$ cat config.mk
export PLATFORM = sky130hd
export DESIGN_NAME = doorbell_write_arbiter
export DESIGN_NICKNAME = d
export VERILOG_FILES = /design/src/rtl/doorbell_write_arbiter.sv
export SDC_FILE = /design/constraint.sdc
export NUM_CORES = 1
export LEC_CHECK = 0
export CAP_MARGIN = 10
export CORE_UTILIZATION = 36
export CTS_CLUSTER_SIZE = 12
export DETAILED_ROUTE_END_ITERATION = 16
export PLACE_DENSITY = 0.8
export SLEW_MARGIN = 10
export SYNTH_ARGS = -nofsm -noshare
export SYNTH_HDL_FRONTEND = slang
export SYNTH_SLANG_ARGS = --single-unit
export TNS_END_PERCENT = 1
$ cat constraint.sdc
create_clock -name clk_i -period 4.9 [get_ports clk_i]
set_clock_uncertainty 0.15 [all_clocks]
set_input_delay 0.735 -clock clk_i [delete_from_list [all_inputs] [get_ports clk_i]]
set_output_delay 0.735 -clock clk_i [all_outputs]
set_load 0.01 [all_outputs]
$ cat src/rtl/doorbell_write_arbiter.sv
// Round-robin arbiter that shares one PCIe posted-write (doorbell) channel among NUM_REQ requesters.
// Optional WRITE-state watchdog is enabled by defining DBARB_TIMEOUT_EN.
module doorbell_write_arbiter #(
    parameter int NUM_REQ        = 2,
    parameter int TIMEOUT_CYCLES = 4096
) (
    input  logic                    clk_i,
    input  logic                    rst_i,
    input  logic [NUM_REQ*64-1:0]   s_phys_addr_i,
    input  logic [NUM_REQ*32-1:0]   s_tail_pointer_i,
    input  logic [NUM_REQ-1:0]      s_pcie_write_i,
    output logic [NUM_REQ-1:0]      s_pcie_write_ack_o,
    output logic [63:0]             m_phys_addr_o,
    output logic [31:0]             m_tail_pointer_o,
    output logic                    m_pcie_write_o,
    input  logic                    m_pcie_write_ack_i,
    output logic [2:0]              grant_id_o,
    output logic                    err_timeout_o
);

    typedef enum logic [1:0] {IDLE, WRITE, RESP} state_t;

    state_t               state_q, state_d;
    logic [2:0]           rr_ptr_q, rr_ptr_d;
    logic [2:0]           grant_q, grant_d;
    logic [63:0]          addr_q, addr_d;
    logic [31:0]          tp_q, tp_d;
    logic                 wr_q, wr_d;
    logic [NUM_REQ-1:0]   ack_q, ack_d;
    logic                 err_q, err_d;
`ifdef DBARB_TIMEOUT_EN
    logic [31:0]          cnt_q, cnt_d;
`endif

    // Round-robin pick: lowest set index at or above rr_ptr wins, otherwise wrap to lowest set index.
    logic       hi_found, lo_found;
    logic [2:0] hi_win, lo_win, win;

    always_comb begin
        hi_found = 1'b0;
        lo_found = 1'b0;
        hi_win   = '0;
        lo_win   = '0;
        for (int i = NUM_REQ - 1; i >= 0; i--) begin
            if (s_pcie_write_i[i]) begin
                lo_found = 1'b1;
                lo_win   = 3'(i);
                if (3'(i) >= rr_ptr_q) begin
                    hi_found = 1'b1;
                    hi_win   = 3'(i);
                end
            end
        end
        win = hi_found ? hi_win : lo_win;
    end

    always_comb begin
        state_d  = state_q;
        rr_ptr_d = rr_ptr_q;
        grant_d  = grant_q;
        addr_d   = addr_q;
        tp_d     = tp_q;
        wr_d     = wr_q;
        ack_d    = '0;
        err_d    = err_q;
`ifdef DBARB_TIMEOUT_EN
        cnt_d    = cnt_q;
`endif
        case (state_q)
            IDLE: begin
                if (lo_found) begin
                    for (int i = 0; i < NUM_REQ; i++) begin
                        if (3'(i) == win) begin
                            addr_d = s_phys_addr_i[i*64 +: 64];
                            tp_d   = s_tail_pointer_i[i*32 +: 32];
                        end
                    end
                    grant_d  = win;
                    wr_d     = 1'b1;
                    rr_ptr_d = (win == 3'(NUM_REQ - 1)) ? 3'd0 : win + 3'd1;
                    state_d  = WRITE;
`ifdef DBARB_TIMEOUT_EN
                    cnt_d    = '0;
`endif
                end
            end
            WRITE: begin
                if (m_pcie_write_ack_i) begin
                    wr_d    = 1'b0;
                    state_d = RESP;
                    for (int i = 0; i < NUM_REQ; i++)
                        if (3'(i) == grant_q) ack_d[i] = 1'b1;
`ifdef DBARB_TIMEOUT_EN
                end else if (cnt_q == 32'(TIMEOUT_CYCLES - 1)) begin
                    // Abort still acks the requester so it can move on.
                    wr_d    = 1'b0;
                    err_d   = 1'b1;
                    state_d = RESP;
                    for (int i = 0; i < NUM_REQ; i++)
                        if (3'(i) == grant_q) ack_d[i] = 1'b1;
                end else begin
                    cnt_d = cnt_q + 32'd1;
`endif
                end
            end
            RESP:    state_d = IDLE;
            default: state_d = IDLE;
        endcase
    end

    always_ff @(posedge clk_i) begin
        if (rst_i) begin
            state_q  <= IDLE;
            rr_ptr_q <= '0;
            grant_q  <= '0;
            addr_q   <= '0;
            tp_q     <= '0;
            wr_q     <= 1'b0;
            ack_q    <= '0;
            err_q    <= 1'b0;
`ifdef DBARB_TIMEOUT_EN
            cnt_q    <= '0;
`endif
        end else begin
            state_q  <= state_d;
            rr_ptr_q <= rr_ptr_d;
            grant_q  <= grant_d;
            addr_q   <= addr_d;
            tp_q     <= tp_d;
            wr_q     <= wr_d;
            ack_q    <= ack_d;
            err_q    <= err_d;
`ifdef DBARB_TIMEOUT_EN
            cnt_q    <= cnt_d;
`endif
        end
    end

    assign s_pcie_write_ack_o = ack_q;
    assign m_phys_addr_o      = addr_q;
    assign m_tail_pointer_o   = tp_q;
    assign m_pcie_write_o     = wr_q;
    assign grant_id_o         = grant_q;
    assign err_timeout_o      = err_q;

endmodule
======== Word-level counts from Yosys, hierarchy flattened ========
Index checks and enable logic that the tools add are counted.
storage, ports and cells
  logic and storage cells ................. 54
  input bits .............................. 197
  output and inout bits ................... 103
  flip-flop bits (word level) ............. 107
cells by class
  reduce and logical (&&, ||, !) cells .... 10
  equality and inequality tests ........... 6
  add/sub/neg operators ................... 1
  muxes and demuxes ....................... 26
  magnitude comparators ................... 2
  bitwise operators ....................... 2
operators by type and width
  operator             count
  $mux 64              2
  $mux 32              2
  $mux 3               5
  $mux 1               13
  $eq 1x3->1 const A   2
  $ge 1x3->1 const A   2
  $logic_not 3->1      2
  $reduce_and 3->1     2
  $mux 2               2
  $ne 2x2->1 const B   2
  $pmux 2 s2           1
  $reduce_and 2->1     2
  $reduce_bool 2->1    2
  $add 3x1->3 const B  1
  $eq 3x1->1 const B   1
  $reduce_or 3->1      1
  $eq 2x1->1 const B   1
  $logic_not 2->1      1
  $not 1->1            2
  $pmux 1 s2           1

======== Logic depth before layout (Yosys ltp) ========
Gate-level depths: netlist of run 1.
  depth in word-level cells ............... 9
  mapped depth ............................ 8
  depth with buffers taken out ............ 3

======== Worst setup path before layout of run 1 ========
Ideal clock, no wire load.
  kind .................................... in2reg
  start point ............................. in s_pcie_write_i[1]
  end point ............................... reg tp_q[10], in the netlist m_tail_pointer_o[10]
  slack ................................... 2,729 ps
  path buffers ............................ 5
  setup time .............................. 89 ps
  data required time ...................... 4,661 ps
  data arrival time ....................... 1,933 ps
  cell stages on the path ................. 8
  cells stage by stage .................... buf_6 > or2_1 > buf_2 > and2_1 > buf_2 > buf_6 > buf_6 > a311oi_2
on the way
  cells in the longest elaborated chain, start to end .. 7
RTL lines
  element                                               line  source
  start: declaration                                    11    input logic [NUM_REQ-1:0] s_pcie_write_i,
  $mux 1                                                45    if (s_pcie_write_i[i]) begin
  $mux 3 / $mux 1 (equally long branches)               48    if (3'(i) >= rr_ptr_q) begin
  $mux 3 / $mux 1 (equally long branches)               45
  $mux 3                                                54    win = hi_found ? hi_win : lo_win;
  $eq 1x3->1 / $logic_not 3->1 (equally long branches)  73    if (3'(i) == win) begin
  $reduce_bool 2->1 (no source line)                    -
  $reduce_and 3->1 (no source line)                     -
  end signal: assignment                                129   tp_q <= tp_d;
  end: declaration                                      27    logic [31:0] tp_q, tp_d;
Several ways; a longest one is shown, not always the timed one.
A chain may end at the register's enable or synchronous reset.

======== Worst setup path in the final report of run 1 ========
  start point ............................. in s_pcie_write_i[0]
  end point ............................... reg tp_q[6], in the netlist m_tail_pointer_o[6]
on the way
  cells in the longest elaborated chain, start to end .. 5
RTL lines
  element                                               line
  $mux 3 / $mux 1 (equally long branches)               45
  $mux 3                                                54
  $eq 1x3->1 / $logic_not 3->1 (equally long branches)  73
  $reduce_bool 2->1 (no source line)                    -
  $reduce_and 3->1 (no source line)                     -
Several ways; a longest one is shown, not always the timed one.

==> flow_metrics.env, run 1 <==
export IMPL_status="finished, final reports clean"
export IMPL_p_total_uw=2480
export IMPL_setup_tns_ps=0
export IMPL_rr_endpoint="m_tail_pointer_o[6]"
export IMPL_vdd_drop_max_mv=0.154
export IMPL_grt_use_total_pct=25.2
export IMPL_firstDrtPassIters=5
export IMPL_layout_common_cells="clkdlybuf4s50_1, dfxtp_1, a21oi_1"
export IMPL_numCtsBuffers=9
export IMPL_die_x_um=121
export IMPL_antenna_cells=0
export IMPL_final_common_cell="clkdlybuf4s50_1"
export IMPL_ctsResizeCount=0
export IMPL_io_buffers=296
export IMPL_die_area_sq_um=14700
export IMPL_antenna_found_initial=0
export IMPL_fin_crit_sh_pct=61.0
export IMPL_cts_setup_buffers=0
export IMPL_vias_per_cell=5.78
export IMPL_cts_tree="built"
export IMPL_holdPathEnd="s_pcie_write_ack_o[0]"
export IMPL_syn_area_per_cell_sq_um=8.57
export IMPL_synth_seq_cells=103
export IMPL_clockBufferDepth=2
export IMPL_grt_max_degree=101
export IMPL_setup_viol=0
export IMPL_clk_pin_slew_ps=70
export IMPL_tightestPinTransition_ps=1150
export IMPL_cap_viol_max_count=0
export IMPL_drc=0
export IMPL_drtAntennaViolNets=0
export IMPL_synth_cell_types=24
export IMPL_crit_required_ps=4930
export IMPL_num_vias=5841
export IMPL_worstHoldPathCells=1
export IMPL_path_class="input pin to register"
export IMPL_netlist_instances=597
export IMPL_fmax_ghz=0.335
export IMPL_power_share_switching_pct=30.7
export IMPL_hold_buffers=0
export IMPL_core_sq_um=13900
export IMPL_htree_levels=3
export IMPL_slew_violations=0
export IMPL_reg2reg_depth=4
export IMPL_cellLeakagePower_uw=0.00276
export IMPL_crit_fanout=52
export IMPL_io_pins=300
export IMPL_p_clk_share_pct=27.5
export IMPL_grt_pass1_vias=5476
export IMPL_finalCriticalPeriod_ps=2990
export IMPL_endpoint_kind="register"
export IMPL_yosysWarningCount=0
export IMPL_multiInputGateArea_sq_um=2680
export IMPL_grt_first_pass_wirelength_mm=29.0
export IMPL_cts_sinks=103
export IMPL_slew_headroom_pct=23.6
export IMPL_seq_area_frac_synth_pct=40.3
export IMPL_syn_to_final_growth_pct=62.2
export IMPL_n_fill_cell=1255
export IMPL_worstSkewPairLatency_ps=350
export IMPL_p_comb_share_pct=32.7
export IMPL_reg2reg_from="rr_ptr_q[0]"
export IMPL_min_path_type="register to register"
export IMPL_cts_root_buffer="clkbuf_16"
export IMPL_die_y_um=121
export IMPL_syn_area_sq_um=5120
export IMPL_rsz0062_at_grt="no"
export IMPL_ff_latch_area_sq_um=2060
export IMPL_fin_nets=1023
export IMPL_regToRegSetupSlack_ps=2600
export IMPL_start_kind="input pin"
export IMPL_hold_viol=0
export IMPL_drive_gt1_share_pct=8.92
export IMPL_holdCritStartpoint="grant_id_o[0]"
export IMPL_powerDensity_nw_per_um2=299
export IMPL_power_switching_uw=761
export IMPL_start_util_pct=36.9
export IMPL_arrival_ps=3020
export IMPL_wire_per_inst_um=18.9
export IMPL_drtIter0Drc=409
export IMPL_seqPwrFrac_pct=39.9
export IMPL_wirelength_mm=19.1
export IMPL_rows=43
export IMPL_p_int_uw=1720
export IMPL_post_dp_hpwl_mm=11.9
export IMPL_gp_congestion=0.766
export IMPL_overflow=0
export IMPL_cp_startpoint="s_pcie_write_i[0]"
## flip-flops by register name, indices dropped and copies added, names as in the netlist
register / count
m_phys_addr_o: 64
state_q: 2
grant_id_o: 1
rr_ptr_q: 1
m_tail_pointer_o: 32
s_pcie_write_ack_o: 2
m_pcie_write_o: 1
## stage by stage
stage | cells | utilization, % | hold slack (ps) | worst slack [ps] | cell area (sq um)
floorplan | 599 | - | 331 | 2730 | 5120
global placement | 995 | 57.8 | 296 | 1560 | 8020
detailed placement | 995 | 57.8 | 314 | 1550 | 8020
CTS | 1010 | 59.8 | 329 | 1930 | 8300
global route | 1010 | 59.8 | 353 | 1850 | 8300
finish | 1010 | 59.8 | 324 | 1910 | 8300
## worst max path at each step
stage,to,slack [ps],cells after the start
5_1_grt,m_phys_addr_o[62],1850,5
6_report,m_tail_pointer_o[6],1910,5
2_1_floorplan,m_tail_pointer_o[10],2730,8
3_5_place_dp,m_tail_pointer_o[6],1550,5
4_1_cts,m_tail_pointer_o[6],1930,5
3_3_place_gp,m_tail_pointer_o[6],1560,5
## power by group through the flow
stage,Combinational (uW),Sequential (uW),Clock (uW)
floorplan,347,1050,0
global placement,805,1000,0
detailed placement,811,1010,0
CTS,813,989,699
global route,871,1000,731
finish,811,990,682
## cells by family after synthesis
kind of cell	synth area share, %
compound gates	40.7
simple gates	11.0
flops	40.3
buf+inv	7.97
other cells	0.0733
## per-layer routing
| metal | part of all wire, % | vias to the layer above | global-route usage, % |
|---|---|---|---|
| met5 | 0 | - | 0 |
| met4 | 2.2 | 0 | 9.72 |
| met3 | 10 | 24 | 8.04 |
| met2 | 48 | 265 | 42.8 |
| met1 | 39 | 2792 | 29.3 |
| li1 | - | 2760 | - |
## critical path, cell delays in order
cell             delay (ps)
clkdlybuf4s50_1         550
or2_4                   530
and2_4                  610
buf_12                  350
a311oi_2                160
## cell usage after synthesis
| library cell | count | area [sq um] |
|---|---|---|
| o21ai_1 | 6 | 30.0 |
| clkbuf_1 | 69 | 259 |
| a311oi_2 | 40 | 601 |
| nor3_1 | 1 | 5.00 |
| buf_2 | 11 | 55.1 |
| a311oi_1 | 56 | 490 |
| inv_2 | 1 | 3.75 |
| nand3_1 | 97 | 485 |
| nand3b_1 | 1 | 7.51 |
| nand2b_1 | 1 | 6.26 |
| dfxtp_1 | 103 | 2060 |
| conb_1 | 1 | 3.75 |
| or3b_2 | 1 | 8.76 |
| and2_1 | 2 | 12.5 |
| nor2b_1 | 1 | 6.26 |
| or2_1 | 1 | 6.26 |
| buf_6 | 6 | 67.6 |
| buf_4 | 3 | 22.5 |
| a21oi_1 | 100 | 500 |
| nand2_1 | 2 | 7.51 |
| nor3b_1 | 1 | 7.51 |
| nor2_1 | 2 | 7.51 |
| a21bo_2 | 1 | 10.0 |
| o21ai_0 | 90 | 450 |
## area by class of cell
cell class                      count  share of cell area (%)
Clock buffer                       10                    2.88
Multi-Input combinational cell    406                    32.3
Inverter                            1                  0.0452
Sequential cell                   103                    24.9
Clock inverter                      5                   0.422
Tap cell                          180                    2.71
Timing Repair Buffer              305                    36.8
(Power assumes the default switching activity.)
==> run 2, diff against run 1 <==
==> constraint.sdc (replaced) <==
create_clock -name clk_i -period 2.86 [get_ports clk_i]
set_clock_uncertainty 0.15 [all_clocks]
set_input_delay 0.429 -clock clk_i [delete_from_list [all_inputs] [get_ports clk_i]]
set_output_delay 0.429 -clock clk_i [all_outputs]
set_load 0.01 [all_outputs]
==> run 2 against run 1 <==
Worst hold slack got worse by 12 ps. Sequential share of layout area decreased by 0.51 points. Core utilization increased by 1.3 points. Power increased by 77%. Critical endpoint is now m_phys_addr_o[23]. Sequential power increased by 71%. Largest cell class unchanged. Register-to-register slack got worse by 1500 ps.
==> flow_metrics.env, run 2 (synthesized netlist as in run 1, its figures left out) <==
export IMPL_slew_violations=0
export IMPL_hold_viol=0
export IMPL_drtIter0Drc=430
export IMPL_drtAntennaViolNets=0
export IMPL_vdd_drop_max_mv=0.275
export IMPL_arrival_ps=2050
export IMPL_min_path_type="register to register"
export IMPL_layout_common_cells="clkdlybuf4s50_1, dfxtp_1, a21oi_1"
export IMPL_die_y_um=121
export IMPL_cp_num_cells=5
export IMPL_rsz0062_at_grt="no"
export IMPL_wirelength_mm=19.2
export IMPL_worstHoldPathCells=2
export IMPL_gp_congestion=0.821
export IMPL_fin_nets=1031
export IMPL_num_vias=5949
export IMPL_setup_tns_ps=0
export IMPL_grt_pass1_vias=5604
export IMPL_cp_slowest_cell="clkdlybuf4s50_1"
export IMPL_syn_to_final_growth_pct=65.6
export IMPL_clk_pin_slew_ps=70
export IMPL_path_buf_inv=2
export IMPL_grt_use_total_pct=25.7
export IMPL_hold_buffers=0
export IMPL_vias_per_cell=5.83
export IMPL_clockBufferDepth=2
export IMPL_n_fill_cell=1240
export IMPL_die_x_um=121
export IMPL_power_share_switching_pct=29.9
export IMPL_p_clk_share_pct=28.7
export IMPL_grt_max_degree=101
export IMPL_powerDensity_nw_per_um2=517
export IMPL_power_switching_uw=1310
export IMPL_finalCoreUtilization_pct=61.0
export IMPL_drc=0
export IMPL_post_dp_hpwl_mm=12.3
export IMPL_cts_tree="built"
export IMPL_endpoint_kind="register"
export IMPL_worst_path_largest_cell_delay_ps=560
export IMPL_cts_root_buffer="clkbuf_16"
export IMPL_start_util_pct=36.9
export IMPL_tightestPinTransition_ps=690
export IMPL_cellLeakagePower_uw=0.00285
export IMPL_grt_first_pass_wirelength_mm=29.6
export IMPL_reg2reg_depth=4
export IMPL_die_area_sq_um=14700
export IMPL_slew_headroom_pct=54.0
export IMPL_io_pins=300
export IMPL_seqPwrFrac_pct=38.6
export IMPL_numCtsBuffers=9
export IMPL_path_class="input pin to register"
export IMPL_start_kind="input pin"
export IMPL_cap_viol_max_count=0
export IMPL_drive_gt1_share_pct=9.89
export IMPL_firstDrtPassIters=4
export IMPL_worstSkewPairLatency_ps=350
export IMPL_p_int_uw=3070
export IMPL_cp_cell_sequence="clkdlybuf4s50_1 > or2_4 > buf_12 > a21oi_1 > a311oi_1"
export IMPL_antenna_found_initial=1
export IMPL_rows=43
export IMPL_hold_ws_ps=312
export IMPL_setup_viol=0
export IMPL_finalCriticalPeriod_ps=1960
export IMPL_status="finished, final reports clean"
export IMPL_crit_required_ps=2950
export IMPL_fin_crit_sh_pct=68.7
export IMPL_io_buffers=296
export IMPL_ctsResizeCount=0
export IMPL_fmax_ghz=0.509
export IMPL_crit_family="buffers and inverters"
export IMPL_wire_per_inst_um=18.8
export IMPL_largest_reg_flops=64
export IMPL_crit_fanout=99
export IMPL_core_sq_um=13900
export IMPL_overflow=0
export IMPL_cts_setup_buffers=0
export IMPL_p_comb_share_pct=32.6
export IMPL_htree_levels=3
export IMPL_cts_sinks=103
export IMPL_final_common_cell="clkdlybuf4s50_1"
==> run 2: changes by cell type in the layout (fill, tap and decap cells not counted), sizes merged <==
cell      delta
buf          +8
bufinv       +1
clkinv       -1
clkinvlp     +1
diode        +1
==> run 2: per-layer routing <==
layer,track usage [%],up-vias,share of wire [%],wire length [um]
met2,42.6,332,48,9160
met1,31.0,2808,39,7400
met4,10.3,0,2.5,477
met3,7.47,31,11,2110
met5,0,-,0,0
li1,-,2778,-,-
==> run 2: worst min-delay path, delay by kind of cell, from the launching register on <==
family / cells / cell delay, ps
simple gates: 1 / 50
compound gates: 1 / 50
flops: 1 / 310
==> run 2: area by class of cell <==
cell class / instances / area (sq um) / area share [%]
antenna: 1 / 2.50 / 0.0295
clock buffer: 10 / 239 / 2.82
clock inverter: 6 / 60.1 / 0.709
inverter: 1 / 3.75 / 0.0443
multi-input combinational: 406 / 2680 / 31.6
sequential: 103 / 2060 / 24.3
tap: 180 / 225 / 2.66
timing repair buffer: 313 / 3200 / 37.7
==> run 2: worst paths after layout <==
check | start | endpoint | slack (ps)
min reg2reg | m_pcie_write_o | m_pcie_write_o | 310
max reg2reg | rr_ptr_q[0] | m_phys_addr_o[23] | 1110
max | s_pcie_write_i[0] | m_phys_addr_o[23] | 900
min | m_pcie_write_o | m_pcie_write_o | 310
==> run 2: power groups by stage <==
stage	clock network, uW	registers [uW]	logic (uW)
3_3_place_gp	0	1720	1420
6_report	1260	1690	1430
3_5_place_dp	0	1720	1430
2_1_floorplan	0	1790	595
4_1_cts	1280	1690	1440
5_1_grt	1350	1710	1540
==> run 2: through the flow <==
step	total power [uW]	cells	instance area [sq um]	setup slack, ps
final	4380	1020	8470	895
after floorplan	2390	599	5120	995
after CTS	4410	1019	8470	895
after global placement	3140	1003	8170	588
after detailed placement	3160	1003	8170	579
after global routing	4600	1020	8470	825
==> run 3, diff against run 2 <==
==> constraint.sdc (replaced) <==
create_clock -name clk_i -period 2 [get_ports clk_i]
set_clock_uncertainty 0.15 [all_clocks]
set_input_delay 0.3 -clock clk_i [delete_from_list [all_inputs] [get_ports clk_i]]
set_output_delay 0.3 -clock clk_i [all_outputs]
set_load 0.01 [all_outputs]
==> run 3 against run 2 <==
Register-to-register slack got worse by 680 ps. Critical endpoint is now m_phys_addr_o[6]. Combinational power increased by 45%. Cell area increased by 1.3%. Via count decreased by 0.20%. Core utilization up 0.78 points. Count of clock-buffer cells in the layout stayed put. Critical path type is now register to primary output.
==> flow_metrics.env, run 3 (synthesized netlist as in run 1, its figures left out) <==
export IMPL_status="finished, final reports clean"
export IMPL_clk_pin_slew_ps=70
export IMPL_start_util_pct=36.9
export IMPL_crit_family="buffers and inverters"
export IMPL_drtIter0Drc=407
export IMPL_htree_levels=3
export IMPL_die_area_sq_um=14700
export IMPL_grt_max_degree=64
export IMPL_path_class="register to primary output"
export IMPL_tightestPinTransition_ps=538
export IMPL_overflow=0
export IMPL_hold_buffers=0
export IMPL_placed_area_sq_um=8290
export IMPL_stdcell_area_sq_um=8580
export IMPL_syn_to_final_growth_pct=67.7
export IMPL_endpoint_kind="primary output"
export IMPL_gp_congestion=0.765
export IMPL_largest_reg_flops=64
export IMPL_min_path_type="input pin to register"
export IMPL_slew_headroom_pct=64.1
export IMPL_n_fill_cell=1197
export IMPL_holdPathEnd="grant_id_o[0]"
export IMPL_clockBufferDepth=2
export IMPL_worstHoldPathCells=2
export IMPL_die_x_um=121
export IMPL_setup_viol=0
export IMPL_cts_tree="built"
export IMPL_worst_path_largest_cell_delay_ps=560
export IMPL_post_dp_hpwl_mm=12.6
export IMPL_regToRegSetupSlack_ps=430
export IMPL_reg2reg_depth=4
export IMPL_cap_viol_max_count=0
export IMPL_reg2reg_from="rr_ptr_q[0]"
export IMPL_numCtsBuffers=9
export IMPL_cp_cell_sequence="clkdlybuf4s50_1"
export IMPL_cts_setup_buffers=0
export IMPL_io_pins=300
export IMPL_core_sq_um=13900
export IMPL_dp_slack_ps=-30.8
export IMPL_slew_violations=0
export IMPL_wirelength_mm=19.1
export IMPL_cp_slowest_cell="clkdlybuf4s50_1"
export IMPL_final_common_cell="clkdlybuf4s50_1"
export IMPL_drtAntennaViolNets=0
export IMPL_antenna_found_initial=0
export IMPL_setup_tns_ps=0
export IMPL_holdCritStartpoint="rst_i"
export IMPL_drive_gt1_share_pct=10.3
export IMPL_rsz0062_at_grt="no"
export IMPL_worstSkewPairLatency_ps=350
export IMPL_cts_root_buffer="clkbuf_16"
export IMPL_rr_endpoint="m_phys_addr_o[44]"
export IMPL_crit_required_ps=1550
export IMPL_rows=43
export IMPL_setup_slack_ps=266
export IMPL_antenna_cells=0
export IMPL_fmax_ghz=0.577
export IMPL_fin_crit_sh_pct=86.7
export IMPL_fin_nets=1037
export IMPL_start_kind="register"
export IMPL_wire_per_inst_um=18.6
export IMPL_num_vias=5937
export IMPL_ctsResizeCount=0
export IMPL_die_y_um=121
export IMPL_vdd_drop_max_mv=0.437
export IMPL_path_buf_inv=1
export IMPL_vias_per_cell=5.80
export IMPL_grt_pass1_vias=5638
export IMPL_firstDrtPassIters=5
export IMPL_p_total_uw=6260
export IMPL_grt_first_pass_wirelength_mm=29.3
export IMPL_cts_sinks=103
export IMPL_finalCriticalPeriod_ps=1730
export IMPL_arrival_ps=1280
export IMPL_grt_use_total_pct=25.3
export IMPL_hold_viol=0
export IMPL_cellLeakagePower_uw=0.00290
export IMPL_layout_common_cells="clkdlybuf4s50_1, dfxtp_1, a21oi_1"
export IMPL_powerDensity_nw_per_um2=729
export IMPL_drc=0
export IMPL_crit_fanout=2
export IMPL_io_buffers=296
==> run 3: final cells by class <==
cell class,instances,area [sq um],share of cell area (%)
Timing Repair Buffer,319,3320,38.7
Sequential cell,103,2060,24.0
Inverter,1,3.75,0.0438
Tap cell,180,225,2.63
Multi-Input combinational cell,406,2680,31.3
Clock buffer,10,229,2.67
Clock inverter,5,60.1,0.700
==> run 3: per-layer routing <==
metal	wire, um	GRT usage [%]	vias to the layer above
met5	0	0	-
met4	405	9.18	0
met3	1750	6.58	29
met2	9230	42.7	299
met1	7680	30.9	2816
li1	-	-	2793
==> run 3: through the flow <==
| step | util (%) | hold slack [ps] | std cells |
|---|---|---|---|
| finish | 61.8 | 261 | 1024 |
| floorplan | - | 325 | 599 |
| detailed placement | 59.7 | 298 | 1009 |
| global placement | 59.7 | 294 | 1009 |
| global route | 61.8 | 268 | 1024 |
| CTS | 61.8 | 242 | 1024 |
==> run 3: where the power goes <==
| part | internal [uW] | total [uW] | switching, uW | leakage [uW] |
|---|---|---|---|---|
| Clock | 967 | 1750 | 783 | 0.000139 |
| Combinational | 1130 | 2080 | 951 | 0.00190 |
| Sequential | 2290 | 2430 | 133 | 0.000856 |
| Total | 4390 | 6260 | 1870 | 0.00290 |
==> run 3: worst max-delay path by stage <==
stage | startpoint | to | slack (ps) | depth (start not counted)
3_3_place_gp | s_pcie_write_i[0] | m_tail_pointer_o[30] | 50 | 5
5_1_grt | m_tail_pointer_o[17] | m_tail_pointer_o[17] | 230 | 1
3_5_place_dp | s_pcie_write_i[0] | m_phys_addr_o[18] | -30 | 5
6_report | m_phys_addr_o[6] | m_phys_addr_o[6] | 270 | 1
2_1_floorplan | s_pcie_write_i[1] | m_tail_pointer_o[10] | 260 | 8
4_1_cts | m_tail_pointer_o[17] | m_tail_pointer_o[17] | 230 | 1
